[src/rtl/ps2_pkg.sv]
// Shared PS/2 definitions: transmitter state encoding, common command bytes
// and the frame parity helper, used by both the host transmit and receive paths.
package ps2_pkg;

    typedef enum logic [2:0] {
        ST_IDLE,
        ST_INHIBIT,
        ST_REQ,
        ST_SHIFT,
        ST_ACK,
        ST_WAIT_IDLE
    } ps2_tx_state_t;

    localparam logic [7:0] PS2_CMD_RESET   = 8'hFF;
    localparam logic [7:0] PS2_CMD_SET_LED = 8'hED;
    localparam logic [7:0] PS2_CMD_ENABLE  = 8'hF4;
    localparam logic [7:0] PS2_RESP_ACK    = 8'hFA;

    // PS/2 frames carry odd parity: data bits plus parity hold an odd number of ones.
    function automatic logic odd_parity(input logic [7:0] data);
        return ~^data;
    endfunction

endpackage

[src/rtl/ps2_line_sync.sv]
// Synchronizes the raw PS/2 clock and data lines into the clk domain and
// produces a one-cycle pulse on each falling edge of the synchronized clock.
module ps2_line_sync #(
    parameter int SYNC_STAGES = 2
) (
    input  logic clk,
    input  logic clrn,
    input  logic ps2_clk_in,
    input  logic ps2_data_in,
    output logic clk_sync,
    output logic data_sync,
    output logic clk_fall
);

    logic [SYNC_STAGES-1:0] clk_pipe;
    logic [SYNC_STAGES-1:0] data_pipe;
    logic                   clk_prev;

    assign clk_sync  = clk_pipe[SYNC_STAGES-1];
    assign data_sync = data_pipe[SYNC_STAGES-1];

    // Idle PS/2 lines float high, so the chain resets to 1 to avoid a false edge.
    always_ff @(posedge clk or negedge clrn) begin
        if (!clrn) begin
            clk_pipe  <= '1;
            data_pipe <= '1;
            clk_prev  <= 1'b1;
            clk_fall  <= 1'b0;
        end else begin
            clk_pipe  <= SYNC_STAGES'({clk_pipe, ps2_clk_in});
            data_pipe <= SYNC_STAGES'({data_pipe, ps2_data_in});
            clk_prev  <= clk_sync;
            clk_fall  <= clk_prev & ~clk_sync;
        end
    end

endmodule

[src/rtl/ps2_host_tx.sv]
// Host-to-device PS/2 command transmitter (inhibit, request-to-send, shift, ACK check).
// Optional feature macro PS2_TX_RETRY_EN: one automatic retry on NACK or timeout.
module ps2_host_tx #(
    parameter int INHIBIT_CYCLES = 12000,
    parameter int TIMEOUT_CYCLES = 2000000,
    parameter int SYNC_STAGES    = 2
) (
    input  logic       clk,
    input  logic       clrn,
    input  logic       tx_valid,
    input  logic [7:0] tx_data,
    output logic       tx_ready,
    output logic       busy,
    output logic       done,
    output logic       err,
    input  logic       ps2_clk_in,
    input  logic       ps2_data_in,
    output logic       ps2_clk_oe,
    output logic       ps2_data_oe
);

    import ps2_pkg::*;

    localparam logic [31:0] INHIBIT_LAST = 32'(INHIBIT_CYCLES - 1);
    localparam logic [31:0] TIMEOUT_LAST = 32'(TIMEOUT_CYCLES - 1);

    ps2_tx_state_t state, state_next;
    logic [31:0]   cnt, cnt_next;
    logic [3:0]    bit_cnt, bit_cnt_next;
    logic [8:0]    frame, frame_next;
    logic          drive, drive_next;
    logic          ack, ack_next;
    logic          done_next, err_next;
    logic          fail, timeout;
    logic          clk_sync, data_sync, clk_fall;
`ifdef PS2_TX_RETRY_EN
    logic          retried, retried_next;
`endif

    ps2_line_sync #(
        .SYNC_STAGES (SYNC_STAGES)
    ) u_sync (
        .clk         (clk),
        .clrn        (clrn),
        .ps2_clk_in  (ps2_clk_in),
        .ps2_data_in (ps2_data_in),
        .clk_sync    (clk_sync),
        .data_sync   (data_sync),
        .clk_fall    (clk_fall)
    );

    always_ff @(posedge clk or negedge clrn) begin
        if (!clrn) begin
            state   <= ST_IDLE;
            cnt     <= '0;
            bit_cnt <= '0;
            frame   <= '0;
            drive   <= 1'b0;
            ack     <= 1'b0;
            done    <= 1'b0;
            err     <= 1'b0;
`ifdef PS2_TX_RETRY_EN
            retried <= 1'b0;
`endif
        end else begin
            state   <= state_next;
            cnt     <= cnt_next;
            bit_cnt <= bit_cnt_next;
            frame   <= frame_next;
            drive   <= drive_next;
            ack     <= ack_next;
            done    <= done_next;
            err     <= err_next;
`ifdef PS2_TX_RETRY_EN
            retried <= retried_next;
`endif
        end
    end

    always_comb begin
        state_next   = state;
        cnt_next     = cnt + 32'd1;
        bit_cnt_next = bit_cnt;
        frame_next   = frame;
        drive_next   = drive;
        ack_next     = ack;
        done_next    = 1'b0;
        err_next     = 1'b0;
        fail         = 1'b0;
        timeout      = (cnt >= TIMEOUT_LAST);
`ifdef PS2_TX_RETRY_EN
        retried_next = retried;
`endif
        // Only device-generated edges restart the timeout; our own inhibit pulldown must not.
        if (clk_fall && state != ST_IDLE && state != ST_INHIBIT)
            cnt_next = '0;

        case (state)
            ST_IDLE: begin
                cnt_next = '0;
                if (tx_valid) begin
                    frame_next = {odd_parity(tx_data), tx_data};
                    ack_next   = 1'b0;
                    state_next = ST_INHIBIT;
`ifdef PS2_TX_RETRY_EN
                    retried_next = 1'b0;
`endif
                end
            end
            ST_INHIBIT: begin
                if (cnt == INHIBIT_LAST) begin
                    cnt_next   = '0;
                    state_next = ST_REQ;
                end
            end
            ST_REQ: begin
                if (timeout) begin
                    fail = 1'b1;
                end else if (clk_fall) begin
                    drive_next   = ~frame[0];
                    bit_cnt_next = 4'd1;
                    state_next   = ST_SHIFT;
                end
            end
            ST_SHIFT: begin
                if (timeout) begin
                    fail = 1'b1;
                end else if (clk_fall) begin
                    // Edge 10 is the stop bit: leave data released and await the ACK edge.
                    if (bit_cnt == 4'd9) begin
                        drive_next = 1'b0;
                        state_next = ST_ACK;
                    end else begin
                        drive_next   = ~frame[bit_cnt];
                        bit_cnt_next = bit_cnt + 4'd1;
                    end
                end
            end
            ST_ACK: begin
                if (timeout) begin
                    fail = 1'b1;
                end else if (clk_fall) begin
                    ack_next   = ~data_sync;
                    state_next = ST_WAIT_IDLE;
                end
            end
            ST_WAIT_IDLE: begin
                if (timeout) begin
                    fail = 1'b1;
                end else if (clk_sync && data_sync) begin
                    if (ack) begin
                        done_next  = 1'b1;
                        state_next = ST_IDLE;
                    end else begin
                        fail = 1'b1;
                    end
                end
            end
            default: state_next = ST_IDLE;
        endcase

        if (fail) begin
            cnt_next = '0;
`ifdef PS2_TX_RETRY_EN
            if (!retried) begin
                retried_next = 1'b1;
                state_next   = ST_INHIBIT;
            end else begin
                err_next   = 1'b1;
                state_next = ST_IDLE;
            end
`else
            err_next   = 1'b1;
            state_next = ST_IDLE;
`endif
        end
    end

    // Line drives decode straight from registered state so reset releases them at once.
    assign tx_ready    = (state == ST_IDLE);
    assign busy        = (state != ST_IDLE);
    assign ps2_clk_oe  = (state == ST_INHIBIT);
    assign ps2_data_oe = ((state == ST_INHIBIT) && (cnt == INHIBIT_LAST)) ||
                         (state == ST_REQ) ||
                         ((state == ST_SHIFT) && drive);

endmodule

[config.mk]
export PLATFORM = sky130hd
export DESIGN_NAME = ps2_host_tx
export DESIGN_NICKNAME = d
export VERILOG_FILES = /design/src/rtl/ps2_pkg.sv /design/src/rtl/ps2_line_sync.sv /design/src/rtl/ps2_host_tx.sv
export SDC_FILE = /design/constraint.sdc
export NUM_CORES = 1
export LEC_CHECK = 0
export BUFFER_PORTS_ARGS = -buffer_cell sky130_fd_sc_hd__buf_4
export CAP_MARGIN = 20
export CORE_ASPECT_RATIO = 0.8
export CORE_MARGIN = 2
export CORE_UTILIZATION = 60
export DETAILED_ROUTE_END_ITERATION = 10
export PLACE_DENSITY = 0.77
export SYNTH_ARGS = -nofsm -noshare
export SYNTH_HDL_FRONTEND = slang
export SYNTH_SLANG_ARGS = --single-unit
[constraint.sdc]
create_clock -name clk -period 2.6 [get_ports clk]
set_clock_uncertainty 0.1 [all_clocks]
set_input_delay 0.78 -clock clk [delete_from_list [all_inputs] [get_ports clk]]
set_output_delay 0.78 -clock clk [all_outputs]
set_load 0.05 [all_outputs]
==> impl_metrics.tcl <==
set metrics [dict create \
    vias 2408 \
    slowest_stage "dfrtp_1" \
    core_sq_um 4920 \
    ys_warn_count 0 \
    rsz0062_at_grt "yes" \
    grt_first_pass_wirelength_um 10400 \
    synth_edf_count 0 \
    synth_ff_type "dfrtp_1" \
    ys_top_cells_by_area "dfrtp_1 44%, xnor2_1 5.8%, nor2_1 5.5%" \
    cts_max_level 3 \
    start_util_pct 61.4 \
    setup_violations 1 \
    wl_per_cell_um 14.5 \
    critPathCaptureType "output port" \
    drive_above_1_share_pct 29.3 \
    path_class "register to output port" \
    slew_headroom_pct 53.9 \
    worst_pin_slew_ns 0.692 \
    peakVddDrop_mv 0.545 \
    outcome "finished with violations" \
    synth_area_per_cell_sq_um 9.97 \
    io_pins 19 \
    nNetsFinal 379 \
    total_power_mw 2.05 \
    fin_crit_ns 2.96 \
    drc 0 \
    grt_max_degree 59 \
    crit_path_cell_trace "nor4_2 -> nand3_2 -> nor4_4 -> nand3b_1 -> a21oi_4 -> buf_6" \
    arrival_ns 2.08 \
    power_density_nw_per_um2 545 \
    intPower_mw 1.52 \
    switchingPower_mw 0.534 \
    p_sw_share_pct 26.0 \
    first_pass_iters 4 \
    slew_viol_final 0 \
    grt_pass1_vias 2373 \
    clk_latency_ns 0.34 \
    gp_congestion 0.811 \
    synth_top_cells_by_count "53 x dfrtp_1, 44 x nor2_1, 24 x nand2_1" \
    whs_ns 0.256 \
    layout_setup_ws_ns -0.363 \
    cts_tree "built" \
    yosys.area.top_type "dfrtp_1" \
    fin_crit_sh_pct 114 \
    ant_nets 0 \
    path_clk_slew_ns 0.06 \
    ys_seq_area_share_pct 48.2 \
    die_w_um 83.3 \
    clockBufferDepth 2 \
    drtIter0Drc 141 \
    synthDominantCellAreaShare_pct 43.9 \
    dieArea_sq_um 5620 \
    leakagePower_nw 1.75 \
    p_seq_share_pct 49.9 \
    synth_nets 319 \
    num_rows 23 \
    wl_um 6230 \
    cts.sinks 58 \
    yosysMostFrequentCell "dfrtp_1" \
    io_buffers 18 \
    area.growth.synth_to_final_pct 24.7 \
    numCtsBuffers 9 \
    synth_seq_cells 58 \
    grt_overflow 0 \
    avgViaCountPerCell 5.60 \
    grt_antenna_before_repair 0 \
    final.setup.tns_ns -0.363 \
    clockPowerShare_pct 35.6 \
    start_kind "register" \
    place_hpwl_um 4210 \
    cts_root_buffer "clkbuf_8" \
    async_flop_share_pct 100 \
    grt_usage_pct 24.0 \
    comb_power_share_pct 14.5 \
    maxCapViolations 0 \
    syn_inst 303 \
    hp-class "register to register" \
    holdBufCountCts 0 \
    fmax_ghz 0.337 \
    syn_area_sq_um 3020 \
    cp.required_ns 1.72 \
    diodes 0 \
    cp_max_fo 2 \
    die_y_um 67.5 \
    cpPeakStageDelay_ns 0.40 \
    finalHoldViolations 0 \
    violations "negative setup slack" \
    yosysUniqueCellTypes 48 \
]
sequential cells by signal, indices dropped and copies added (netlist names), 2 cells and up:
register and flops:
frame 9, cnt 32, u_sync.clk_pipe 2, u_sync.data_pipe 2, bit_cnt 4, state 3
cell type report:
type | count | area [sq um]
Tap cell | 62 | 77.6
Clock buffer | 13 | 159
Multi-Input combinational cell | 227 | 1570
Sequential cell | 58 | 1460
Clock inverter | 3 | 15.0
Fill cell | 326 | 1150
Timing Repair Buffer | 58 | 452
Inverter | 9 | 33.8
stage by stage:
stage	worst slack (ns)	instances	area (sq um)	utilization (%)
floorplan	0.0132	303	3050	-
global placement	-0.0813	412	3520	71.6
detailed placement	-0.137	412	3520	71.6
CTS	-0.313	429	3730	75.9
global route	-0.472	430	3770	76.6
finish	-0.363	430	3770	76.6
power by group through the flow:
| stage | Clock [mW] | Sequential [mW] | Combinational, mW |
|---|---|---|---|
| floorplan | 0 | 1.05 | 0.145 |
| global placement | 0 | 1.03 | 0.279 |
| detailed placement | 0 | 1.04 | 0.288 |
| CTS | 0.740 | 1.02 | 0.299 |
| global route | 0.781 | 1.03 | 0.331 |
| finish | 0.731 | 1.02 | 0.297 |
final timing paths:
path / from / endpoint / slack, ns / cells after the start
worst max-delay path: cnt[31]$_DFF_PN0_ / ps2_data_oe / -0.36 / 6
worst min-delay path: u_sync.data_pipe[0]$_DFF_PN1_ / u_sync.data_pipe[1]$_DFF_PN1_ / 0.26 / 0
worst max register to register: cnt[14]$_DFF_PN0_ / bit_cnt[0]$_DFFE_PN0P_ / 0.26 / 6
worst min register to register: u_sync.data_pipe[0]$_DFF_PN1_ / u_sync.data_pipe[1]$_DFF_PN1_ / 0.26 / 0
max in group asynchronous: clrn / u_sync.clk_fall$_DFF_PN0_ / 1.55 / 1
min in group asynchronous: clrn / frame[8]$_DFFE_PN0P_ / 0.38 / 1
cells in the final DEF (no fill, tap or decap), types with 2 or more instances in the layout:
master / n
nand3_2: 2
xnor2_1: 20
nand3_1: 19
nor4_4: 2
inv_1: 9
mux2_2: 11
nor2_1: 44
or4_1: 2
o22ai_1: 2
nor2b_1: 4
o21ai_0: 3
dfrtp_1: 53
a31oi_1: 2
nor4_1: 2
clkbuf_8: 11
and2_1: 3
nand2_1: 24
o32ai_1: 2
a21oi_1: 2
mux4_2: 2
clkinv_2: 3
or3_1: 3
and3_1: 10
dfstp_2: 5
clkbuf_1: 2
ha_1: 3
nor3_1: 12
xor2_1: 18
a22o_1: 2
nand3b_1: 2
nand4_1: 4
nor4_2: 2
o21ai_1: 2
buf_4: 56
a211oi_1: 3
logic make-up (layout without fill, tap and decap cells):
logic type,Yosys count,count (layout),share of synthesized area [%]
adder cells (fa/ha/maj),4,4,1.62
buffers and inverters,18,83,2.36
multiplexers,13,13,5.59
AO/OA/AOI/OAI,28,28,7.16
AND/OR/NAND/NOR,144,144,24.0
XOR/XNOR,38,38,11.0
flip-flops,58,58,48.2
critical path, delay by kind of cell (launching register included):
kind,cells,cell delay (ns)
DFF,1,0.40
buffers and inverters,1,0.17
AOI/OAI and AO/OA,1,0.15
and+or+nand+nor,4,1.01
timing repair:
action / 4_1_cts / 5_1_grt
buffers inserted: 1 / 1
resized for setup: 5 / 4
pin swaps: 5 / 4
setup endpoints to repair: 1 / 1
per-layer routing:
| layer | vias to the layer above | part of all wire, % | wire length, um | GRT usage [%] |
|---|---|---|---|---|
| li1 | 1178 | - | - | - |
| met1 | 1174 | 46 | 2870 | 30.5 |
| met3 | 11 | 4.0 | 250 | 6.11 |
| met2 | 45 | 48 | 3000 | 39.0 |
| met5 | - | 0 | 0 | 0 |
| met4 | 0 | 1.8 | 110 | 12.1 |
(Power assumes the default switching activity.)
